[src/rtl/memory_arbiter_if.sv]
// Bundle of the requester-side and memory-side signals around memory_arbiter.
// The arbiter uses the slave modport; requesters and memory_unit sit on the master side.
interface memory_arbiter_if #(
    parameter int N_CH   = 4,
    parameter int ADDR_W = 10,
    parameter int DATA_W = 64,
    parameter int FUNC_W = 2
);
    logic [N_CH-1:0]        ch_req;
    logic [N_CH-1:0]        ch_lock;
    logic [N_CH*FUNC_W-1:0] ch_func;
    logic [N_CH*ADDR_W-1:0] ch_address;
    logic [N_CH*DATA_W-1:0] ch_write_data;
    logic [N_CH-1:0]        ch_grant;
    logic [N_CH-1:0]        ch_done;
    logic [DATA_W-1:0]      ch_read_data;
    logic                   mem_ready;
    logic [DATA_W-1:0]      mem_read_data;
    logic                   mem_execute;
    logic [FUNC_W-1:0]      mem_func;
    logic [ADDR_W-1:0]      mem_address;
    logic [DATA_W-1:0]      mem_write_data;
    logic                   busy;

    modport slave (
        input  ch_req, ch_lock, ch_func, ch_address, ch_write_data,
        input  mem_ready, mem_read_data,
        output ch_grant, ch_done, ch_read_data,
        output mem_execute, mem_func, mem_address, mem_write_data, busy
    );

    modport master (
        output ch_req, ch_lock, ch_func, ch_address, ch_write_data,
        output mem_ready, mem_read_data,
        input  ch_grant, ch_done, ch_read_data,
        input  mem_execute, mem_func, mem_address, mem_write_data, busy
    );
endinterface

[src/rtl/memory_arbiter.sv]
// N-channel arbiter in front of memory_unit: round-robin or fixed-priority grant,
// one memory transaction at a time, optional per-channel lock for multi-access runs.
module memory_arbiter #(
    parameter int N_CH      = 4,
    parameter int ADDR_W    = 10,
    parameter int DATA_W    = 64,
    parameter int FUNC_W    = 2,
    parameter int FIXED_PRI = 0
) (
    input  logic             clk,
    input  logic             rst,
    memory_arbiter_if.slave  bus
);
    localparam int IDX_W = (N_CH > 1) ? $clog2(N_CH) : 1;

    typedef enum logic [1:0] {IDLE, ISSUE, BUSY} state_t;

    state_t            state_q, state_d;
    logic [IDX_W-1:0]  rr_ptr_q, rr_ptr_d;
    logic [IDX_W-1:0]  owner_q, owner_d;
    logic [N_CH-1:0]   grant_q, grant_d;
    logic [N_CH-1:0]   done_q, done_d;
    logic [DATA_W-1:0] rdata_q, rdata_d;
    logic              exec_q, exec_d;
    logic [FUNC_W-1:0] func_q, func_d;
    logic [ADDR_W-1:0] addr_q, addr_d;
    logic [DATA_W-1:0] wdata_q, wdata_d;
    logic              busy_q, busy_d;

    logic [FUNC_W-1:0] func_arr  [N_CH];
    logic [ADDR_W-1:0] addr_arr  [N_CH];
    logic [DATA_W-1:0] wdata_arr [N_CH];

    generate
        for (genvar gi = 0; gi < N_CH; gi++) begin : g_unpack
            assign func_arr[gi]  = bus.ch_func[gi*FUNC_W +: FUNC_W];
            assign addr_arr[gi]  = bus.ch_address[gi*ADDR_W +: ADDR_W];
            assign wdata_arr[gi] = bus.ch_write_data[gi*DATA_W +: DATA_W];
        end
    endgenerate

    // Winner search: scan N_CH candidates starting at rr_ptr (or 0 for fixed priority).
    logic [IDX_W-1:0] win;
    logic [IDX_W-1:0] cand;
    logic             found;

    always_comb begin
        win   = '0;
        cand  = '0;
        found = 1'b0;
        for (int k = 0; k < N_CH; k++) begin
            cand = (FIXED_PRI != 0) ? IDX_W'(k) : IDX_W'((int'(rr_ptr_q) + k) % N_CH);
            if (!found && bus.ch_req[cand]) begin
                found = 1'b1;
                win   = cand;
            end
        end
    end

    logic [IDX_W-1:0] sel;
    assign sel = (state_q == BUSY) ? owner_q : win;

    always_comb begin
        state_d  = state_q;
        rr_ptr_d = rr_ptr_q;
        owner_d  = owner_q;
        grant_d  = grant_q;
        done_d   = '0;
        rdata_d  = rdata_q;
        exec_d   = exec_q;
        func_d   = func_q;
        addr_d   = addr_q;
        wdata_d  = wdata_q;
        case (state_q)
            IDLE: begin
                if (found && bus.mem_ready) begin
                    state_d = ISSUE;
                    owner_d = win;
                    grant_d = N_CH'(1) << win;
                    exec_d  = 1'b1;
                    func_d  = func_arr[sel];
                    addr_d  = addr_arr[sel];
                    wdata_d = wdata_arr[sel];
                end
            end
            ISSUE: begin
                if (exec_q && !bus.mem_ready) begin
                    exec_d  = 1'b0;
                    state_d = BUSY;
                end else if (bus.mem_ready) begin
                    exec_d = 1'b1;
                end
            end
            BUSY: begin
                if (bus.mem_ready) begin
                    done_d  = N_CH'(1) << owner_q;
                    rdata_d = bus.mem_read_data;
                    if (bus.ch_lock[owner_q] && bus.ch_req[owner_q]) begin
                        // Locked follow-on: execute is raised one cycle later so it never
                        // coincides with this done pulse.
                        state_d = ISSUE;
                        func_d  = func_arr[sel];
                        addr_d  = addr_arr[sel];
                        wdata_d = wdata_arr[sel];
                    end else begin
                        state_d  = IDLE;
                        grant_d  = '0;
                        rr_ptr_d = IDX_W'((int'(owner_q) + 1) % N_CH);
                    end
                end
            end
            default: state_d = IDLE;
        endcase
        busy_d = (state_d != IDLE);
    end

    always_ff @(posedge clk) begin
        if (rst) begin
            state_q  <= IDLE;
            rr_ptr_q <= '0;
            owner_q  <= '0;
            grant_q  <= '0;
            done_q   <= '0;
            rdata_q  <= '0;
            exec_q   <= 1'b0;
            func_q   <= '0;
            addr_q   <= '0;
            wdata_q  <= '0;
            busy_q   <= 1'b0;
        end else begin
            state_q  <= state_d;
            rr_ptr_q <= rr_ptr_d;
            owner_q  <= owner_d;
            grant_q  <= grant_d;
            done_q   <= done_d;
            rdata_q  <= rdata_d;
            exec_q   <= exec_d;
            func_q   <= func_d;
            addr_q   <= addr_d;
            wdata_q  <= wdata_d;
            busy_q   <= busy_d;
        end
    end

    assign bus.ch_grant       = grant_q;
    assign bus.ch_done        = done_q;
    assign bus.ch_read_data   = rdata_q;
    assign bus.mem_execute    = exec_q;
    assign bus.mem_func       = func_q;
    assign bus.mem_address    = addr_q;
    assign bus.mem_write_data = wdata_q;
    assign bus.busy           = busy_q;
endmodule
[src/flat_wrapper.sv]
// flat-port wrapper written by rule: the top's interface ports become plain ports
module memory_arbiter_flat 
#(
    parameter int N_CH      = 4,
    parameter int ADDR_W    = 10,
    parameter int DATA_W    = 64,
    parameter int FUNC_W    = 2,
    parameter int FIXED_PRI = 0
)
  (clk, rst, bus_ch_req, bus_ch_lock, bus_ch_func, bus_ch_address, bus_ch_write_data, bus_mem_ready, bus_mem_read_data, bus_ch_grant, bus_ch_done, bus_ch_read_data, bus_mem_execute, bus_mem_func, bus_mem_address, bus_mem_write_data, bus_busy);
  memory_arbiter_if #(.N_CH(N_CH), .ADDR_W(ADDR_W), .DATA_W(DATA_W), .FUNC_W(FUNC_W)) bus_i ();
  input  logic clk;
  input  logic rst;
  input wire logic [$bits(bus_i.ch_req)-1:0] bus_ch_req;
  input wire logic [$bits(bus_i.ch_lock)-1:0] bus_ch_lock;
  input wire logic [$bits(bus_i.ch_func)-1:0] bus_ch_func;
  input wire logic [$bits(bus_i.ch_address)-1:0] bus_ch_address;
  input wire logic [$bits(bus_i.ch_write_data)-1:0] bus_ch_write_data;
  input wire logic [$bits(bus_i.mem_ready)-1:0] bus_mem_ready;
  input wire logic [$bits(bus_i.mem_read_data)-1:0] bus_mem_read_data;
  output wire logic [$bits(bus_i.ch_grant)-1:0] bus_ch_grant;
  output wire logic [$bits(bus_i.ch_done)-1:0] bus_ch_done;
  output wire logic [$bits(bus_i.ch_read_data)-1:0] bus_ch_read_data;
  output wire logic [$bits(bus_i.mem_execute)-1:0] bus_mem_execute;
  output wire logic [$bits(bus_i.mem_func)-1:0] bus_mem_func;
  output wire logic [$bits(bus_i.mem_address)-1:0] bus_mem_address;
  output wire logic [$bits(bus_i.mem_write_data)-1:0] bus_mem_write_data;
  output wire logic [$bits(bus_i.busy)-1:0] bus_busy;
  assign bus_i.ch_req = bus_ch_req;
  assign bus_i.ch_lock = bus_ch_lock;
  assign bus_i.ch_func = bus_ch_func;
  assign bus_i.ch_address = bus_ch_address;
  assign bus_i.ch_write_data = bus_ch_write_data;
  assign bus_i.mem_ready = bus_mem_ready;
  assign bus_i.mem_read_data = bus_mem_read_data;
  assign bus_ch_grant = bus_i.ch_grant;
  assign bus_ch_done = bus_i.ch_done;
  assign bus_ch_read_data = bus_i.ch_read_data;
  assign bus_mem_execute = bus_i.mem_execute;
  assign bus_mem_func = bus_i.mem_func;
  assign bus_mem_address = bus_i.mem_address;
  assign bus_mem_write_data = bus_i.mem_write_data;
  assign bus_busy = bus_i.busy;
  memory_arbiter #(.N_CH(N_CH), .ADDR_W(ADDR_W), .DATA_W(DATA_W), .FUNC_W(FUNC_W), .FIXED_PRI(FIXED_PRI)) u_core (.clk(clk), .rst(rst), .bus(bus_i));
endmodule
[config.mk]
export PLATFORM = sky130hd
export DESIGN_NAME = memory_arbiter_flat
export DESIGN_NICKNAME = d
export VERILOG_FILES = /design/src/rtl/memory_arbiter_if.sv /design/src/rtl/memory_arbiter.sv /design/src/flat_wrapper.sv
export SDC_FILE = /design/constraint.sdc
export NUM_CORES = 1
export LEC_CHECK = 0
export CAP_MARGIN = 20
export CORE_AREA = 2 2 204 206
export CTS_CLUSTER_SIZE = 10
export DETAILED_ROUTE_END_ITERATION = 8
export DIE_AREA = 0 0 206 208
export PLACE_DENSITY = 0.57
export SYNTH_ARGS = -nofsm -noshare
export SYNTH_HDL_FRONTEND = slang
export SYNTH_SLANG_ARGS = --single-unit
export TNS_END_PERCENT = 10
[constraint.sdc]
create_clock -name clk -period 4.8 [get_ports clk]
set_input_delay 0.72 -clock clk [delete_from_list [all_inputs] [get_ports clk]]
set_output_delay 0.72 -clock clk [all_outputs]
set_load 0.005 [all_outputs]
== Yosys cells after proc, flatten, opt, wreduce, memory -nomap -nowiden ==
Index checks and enable logic that the tools add are counted.

* Register bits: 156
* Input bits: 379
* Output and inout port bits: 150

* Add/subtract/negate cells: 4
* Order comparisons: 6
* Equality and inequality tests: 7
* Shift operators: 2
* Muxes and demuxes: 55
* Bitwise operators: 4
* Reductions and logical operators: 21

{| class="wikitable"
|+ Operators with widths
! operator !! number
|-
| $mux W64 || 5
|-
| $bmux W64 S2 || 1
|-
| $pmux W64 S2 || 1
|-
| $mux W10 || 5
|-
| $mux W2 || 13
|-
| $bmux W10 S2 || 1
|-
| $pmux W10 S2 || 1
|-
| $lt A2 B3 Y1 const B || 5
|-
| $mux W1 || 14
|-
| $bmux W1 S2 || 6
|-
| $mux W4 || 3
|-
| $pmux W4 S2 || 1
|-
| $reduce_and A4 Y1 || 2
|-
| $shl A1 B2 Y4 const A || 2
|-
| $logic_and A1 B1 Y1 || 6
|-
| $ne A2 B2 Y1 const B || 3
|-
| $pmux W2 S3 || 1
|-
| $reduce_and A3 Y1 || 2
|-
| $reduce_bool A2 Y1 || 3
|-
| $add A2 B1 Y2 const B || 2
|-
| $add A2 B2 Y2 const B || 2
|-
| $bmux W2 S2 || 1
|-
| $logic_not A1 Y1 || 4
|-
| $pmux W2 S2 || 1
|-
| other kinds (11) || 14
|}

== Logic depth before layout (Yosys ltp) ==
* Depth in word-level cells: 20
* Gate-level depth with buffers: 9
* Mapped depth without buffers: 5

== Least setup slack after synthesis ==
Ideal clock, no wire load.

* Kind: in2reg
* Start point: input bus_ch_req[0]
* End point: register u_core.wdata_q[0] (netlist: u_core.bus.mem_write_data[0])
* Setup time: 0.149 ns
* Data arrival time: 2.182 ns
* Required time: 4.651 ns
* Setup slack: 2.469 ns
* Stages on the path: 8
* Buffers on the path: 3
* Path through: or4_1 o21ai_2 o21bai_4 or2_1 buf_4 buf_6 buf_8 o32ai_2

* Cells in the longest elaborated chain, start to end: 20

{| class="wikitable"
|+ Ends and longest elaborated chain
! item !! line !! text
|-
| start: declaration || flat_wrapper.sv:14 || <nowiki>input wire logic [$bits(bus_i.ch_req)-1:0] bus_ch_req;</nowiki>
|-
| $bmux W1 S2 || memory_arbiter.sv:53 || <nowiki>if (!found && bus.ch_req[cand]) begin</nowiki>
|-
| $mux W1 (implied by the code) || memory_arbiter.sv:53 ||
|-
| $mux W1 || memory_arbiter.sv:53 ||
|-
| $logic_not A1 Y1 || memory_arbiter.sv:53 ||
|-
| $logic_and A1 B1 Y1 || memory_arbiter.sv:53 ||
|-
| $mux W1 || memory_arbiter.sv:53 ||
|-
| $logic_not A1 Y1 || memory_arbiter.sv:53 ||
|-
| $logic_and A1 B1 Y1 || memory_arbiter.sv:53 ||
|-
| [... 3 more ...] || - ||
|-
| $mux W2 || memory_arbiter.sv:53 ||
|-
| $mux W2 || memory_arbiter.sv:61 || <nowiki>assign sel = (state_q == BUSY) ? owner_q : win;</nowiki>
|-
| $not A2 Y3 (implied by the code) || memory_arbiter.sv:83, memory_arbiter.sv:104 ||
|-
| $bmux W64 S2 || memory_arbiter.sv:83, memory_arbiter.sv:104 ||
|-
| $mux W64 (implied by the code) (2 in a row) || memory_arbiter.sv:83, memory_arbiter.sv:104 ||
|-
| $mux W64 || memory_arbiter.sv:98 || <nowiki>if (bus.ch_lock[owner_q] && bus.ch_req[owner_q]) begin</nowiki>
|-
| $mux W64 || memory_arbiter.sv:95 || <nowiki>if (bus.mem_ready) begin</nowiki>
|-
| $pmux W64 S2 || memory_arbiter.sv:74 || <nowiki>case (state_q)</nowiki>
|-
| end signal: assignment || memory_arbiter.sv:140 || <nowiki>wdata_q <= wdata_d;</nowiki>
|-
| end: declaration || memory_arbiter.sv:27 || <nowiki>logic [DATA_W-1:0] wdata_q, wdata_d;</nowiki>
|}

Parallel ways exist; a longest one is shown, timed or not. The select of a mux whose other input is x is not followed.
A chain may end at the register's enable or synchronous reset.

== Worst setup path after layout ==
* Start point: input bus_ch_req[0]
* End point: register u_core.wdata_q[49] (netlist: u_core.bus.mem_write_data[49])

The elaborated chain is that of the path after synthesis.

==> summary.md <==
| Metric | Value |
|---|---|
| Post-synthesis mux area share | `0.383%` |
| Max cap viols | `0` |
| IO buf count | `528` |
| CTS Buffer Depth | `2` |
| Iteration-0 DRC Markers | `610` |
| Yosys warning count | `0` |
| RSZ-0062 raised after global routing | `false` |
| Post-synth top area share | `between 30% and 40%` |
| Yosys cell types | `45` |
| # IOs | `529` |
| Layout cells sized above 1 | `under 10%` |
| Largest area contributor in the netlist | `dfxtp_1` |
| CTS resizes | `0` |
| Crit path launch type | `input port` |
| FMAX | `approximately 0.32 GHz` |
| Worst skew pair latency | `0.46 ns` |
| Final setup fails | `0` |
| WP data required | `5.14 ns` |
| Chip width | `between 200 and 250 um` |
| CTS tree | `built` |
| Cts bufs inserted | `17` |
| Die height | `208 um` |
| Full die area | `0.0428 mm^2` |
| Via/cell ratio | `slightly below 5` |
| Drt total wl | `around 42 mm` |
| Root buf cell | `clkbuf_16` |
| Slew Viols, Final | `0` |
| Endpoints failing hold | `0` |
| Layout Utilization | `a little over a third` |
| Syn nets | `1378` |
| Most frequent cells in the layout | `527 x clkdlybuf4s50_1, 156 x and2_1, 156 x dfxtp_1, 153 x a221oi_1, 134 x nand2_1` |
| Top post-synthesis cells by area | `dfxtp_1 37%, a221oi_1 16%, and2_1 12%` |
| Num Clock Sinks | `156` |
| Placer congestion estimate | `0.859` |
| Starting Density | `approximately a fifth` |
| Chain of cells forming the critical path | `clkdlybuf4s50_1 -> nor2b_1 -> o21ai_1 -> a41o_4 -> buf_12 -> a221oi_1 -> o32ai_1` |
| Vias post-DR | `9680` |
| Filler cells | `between 4k and 5k` |
| Compound-Gate Fraction of Synth Area | `33.3%` |
| Max-slew headroom | `30.4%` |
| GRT overflow | `0` |
| Worst hold margin | `0.455 ns` |
| Worst setup EP type | `flip-flop` |
| Reg2Reg Setup Slack | `between 1.5 and 2 ns` |
| DRT antenna net count | `0` |
| FF+latch count, synth | `156` |
| H-tree Lvls | `4` |
| Pwr per Cell Area | `258 mW/mm^2` |
| Placed cell area | `~0.014 mm^2` |
| Main combinational cell family by area after synthesis | `compound AO/OA/AOI/OAI gates` |
| Slew @ Worst Pin | `1.04 ns` |
| Reg clk slew, reported paths | `approximately 0.060 ns` |
| Average wire per standard cell | `21.1 um` |
| First-pass GRT wire length | `61.8 mm` |
| Pre-Repair DR Iteration Count | `5` |
| Post-Synthesis Cell Area | `0.00850 mm^2` |
| Largest net degree at the start of global routing | `106` |
| Avg Inst Size Synth | `about 8.5 um^2` |
| CP peak stage delay | `0.86 ns` |
| Synth Area in Simple Gates | `19.9%` |
| Post-CTS setup buffer count | `0` |
| Fraction of the cycle the final worst path needs | `65.9%` |
| CP Max Fanout | `88` |
| Setup TNS | `0 ns` |
| Peak supply drop | `0.000240 V` |
| Status | `completed` |
| CORE AREA | `0.0406 mm^2` |
| Synth Area in Adders | `0%` |
| Row count | `74` |
| DRC | `0` |
| Vias in the first global route | `~10k` |
| Slowest-stage cell, CP | `a41o_4` |
| Synth Instances | `999` |
| Seq/Total Area, Yosys | `36.7%` |
| Class of the worst hold path | `flip-flop to flip-flop` |
| Post-CTS Hold Buffers | `0` |
| Initial antenna violation count | `7` |
| Crit path kind | `input port to flip-flop` |
| GRT Resource Usage Total | `19.1%` |
| Minimum clock period | `3.16 ns` |
| Commonest non-fill, non-tap cell in the layout | `clkdlybuf4s50_1` |
| Worst endpoint data arrival time | `between 3 and 4 ns` |
| Fin nets | `roughly 1.8k` |
| Clk_skew | `0.0146 ns` |
| Final non-filler cell area | `between 0.01 and 0.015 mm^2` |
| Synth Area in XOR/XNOR | `less than 1%` |
| Area Overhead vs Synth | `73.5%` |
| Leak pwr | `4.88 nW` |
| Detailed placement HPWL | `31.1 mm` |
[registers in the layout (all words and copies together) (netlist names)]
name and count:
u_core.bus.mem_write_data 64, u_core.owner_q 2, u_core.bus.ch_read_data 64, u_core.rr_ptr_q 2, u_core.bus.ch_grant 4, u_core.state_q 2, u_core.bus.busy 1, u_core.bus.mem_func 2
u_core.bus.mem_address 10, u_core.bus.ch_done 4, u_core.bus.mem_execute 1
[power breakdown]
part	switching [W]	leakage, nW	internal [W]
Combinational	0.000390	3.32	0.000559
Sequential	0.0000466	1.27	0.00136
Clock	0.000626	0.295	0.000826
[per-layer routing]
layer	GRT usage, %	wire (um)
met1	20.8	15800
met2	32.0	20400
met3	7.61	4450
met4	9.38	1550
met5	0	31
[worst paths after layout]
path,startpoint,end,cells after the start
hold / removal,u_core.bus.ch_read_data[15],u_core.bus.ch_read_data[15],2
setup reg to reg,u_core.state_q[1],u_core.bus.mem_write_data[23],6
hold reg to reg,u_core.bus.ch_read_data[15],u_core.bus.ch_read_data[15],2
setup / recovery,bus_ch_req[0],u_core.bus.mem_write_data[49],7
[kinds of logic (layout without fill, tap and decap cells)]
| kind of cell | count (synthesis) | count (layout) |
|---|---|---|
| XOR/XNOR | 1 | 1 |
| flip-flops | 156 | 156 |
| other | 0 | 6 |
| buffers and inverters | 190 | 653 |
| AO/OA/AOI/OAI | 322 | 322 |
| multiplexers | 2 | 2 |
| AND/OR/NAND/NOR | 328 | 328 |
[cell type report]
class	count	area [um^2]	share of cell area [%]
Antenna cell	6	15.0	0.102
Clock buffer	17	425	2.88
Clock inverter	15	185	1.26
Inverter	82	308	2.09
Multi-Input combinational cell	653	4610	31.3
Sequential cell	156	3120	21.2
Tap cell	532	666	4.51
Timing Repair Buffer	539	5410	36.7
[critical path: cells and delay by family]
kind	cells	cell delay [ns]
AOI/OAI and AO/OA	4	1.60
buffers and inverters	2	0.86
and+or+nand+nor	1	0.17
[through the flow]
stage,power (W),setup slack (ns),instances
floorplan,0.00182,2.47,999
global placement,0.00239,1.30,1962
detailed placement,0.00239,1.18,1962
CTS,0.00388,1.69,1994
global route,0.00398,1.39,1998
finish,0.00381,1.64,2000
[cell usage after synthesis (all sizes together)]
master and n:
a211o 1, a211oi 4, a21o 3, a21oi 75, a221oi 153, a41o 1
and2 157, and3 1, buf 31, clkbuf 77, dfxtp 156, inv 82
mux2i 1, mux4 1, nand2 136, nand2b 6, nand3 2, nand4 3
nor2 9, nor2b 5, nor3 1, nor4 2, o211ai 1, o21a 1
o21ai 4, o21bai 1, o22a 1, o22ai 1, o32ai 76, or2 2
or3 3, or4 1, xnor2 1
No activity file was read; power rests on OpenSTA's default activity.
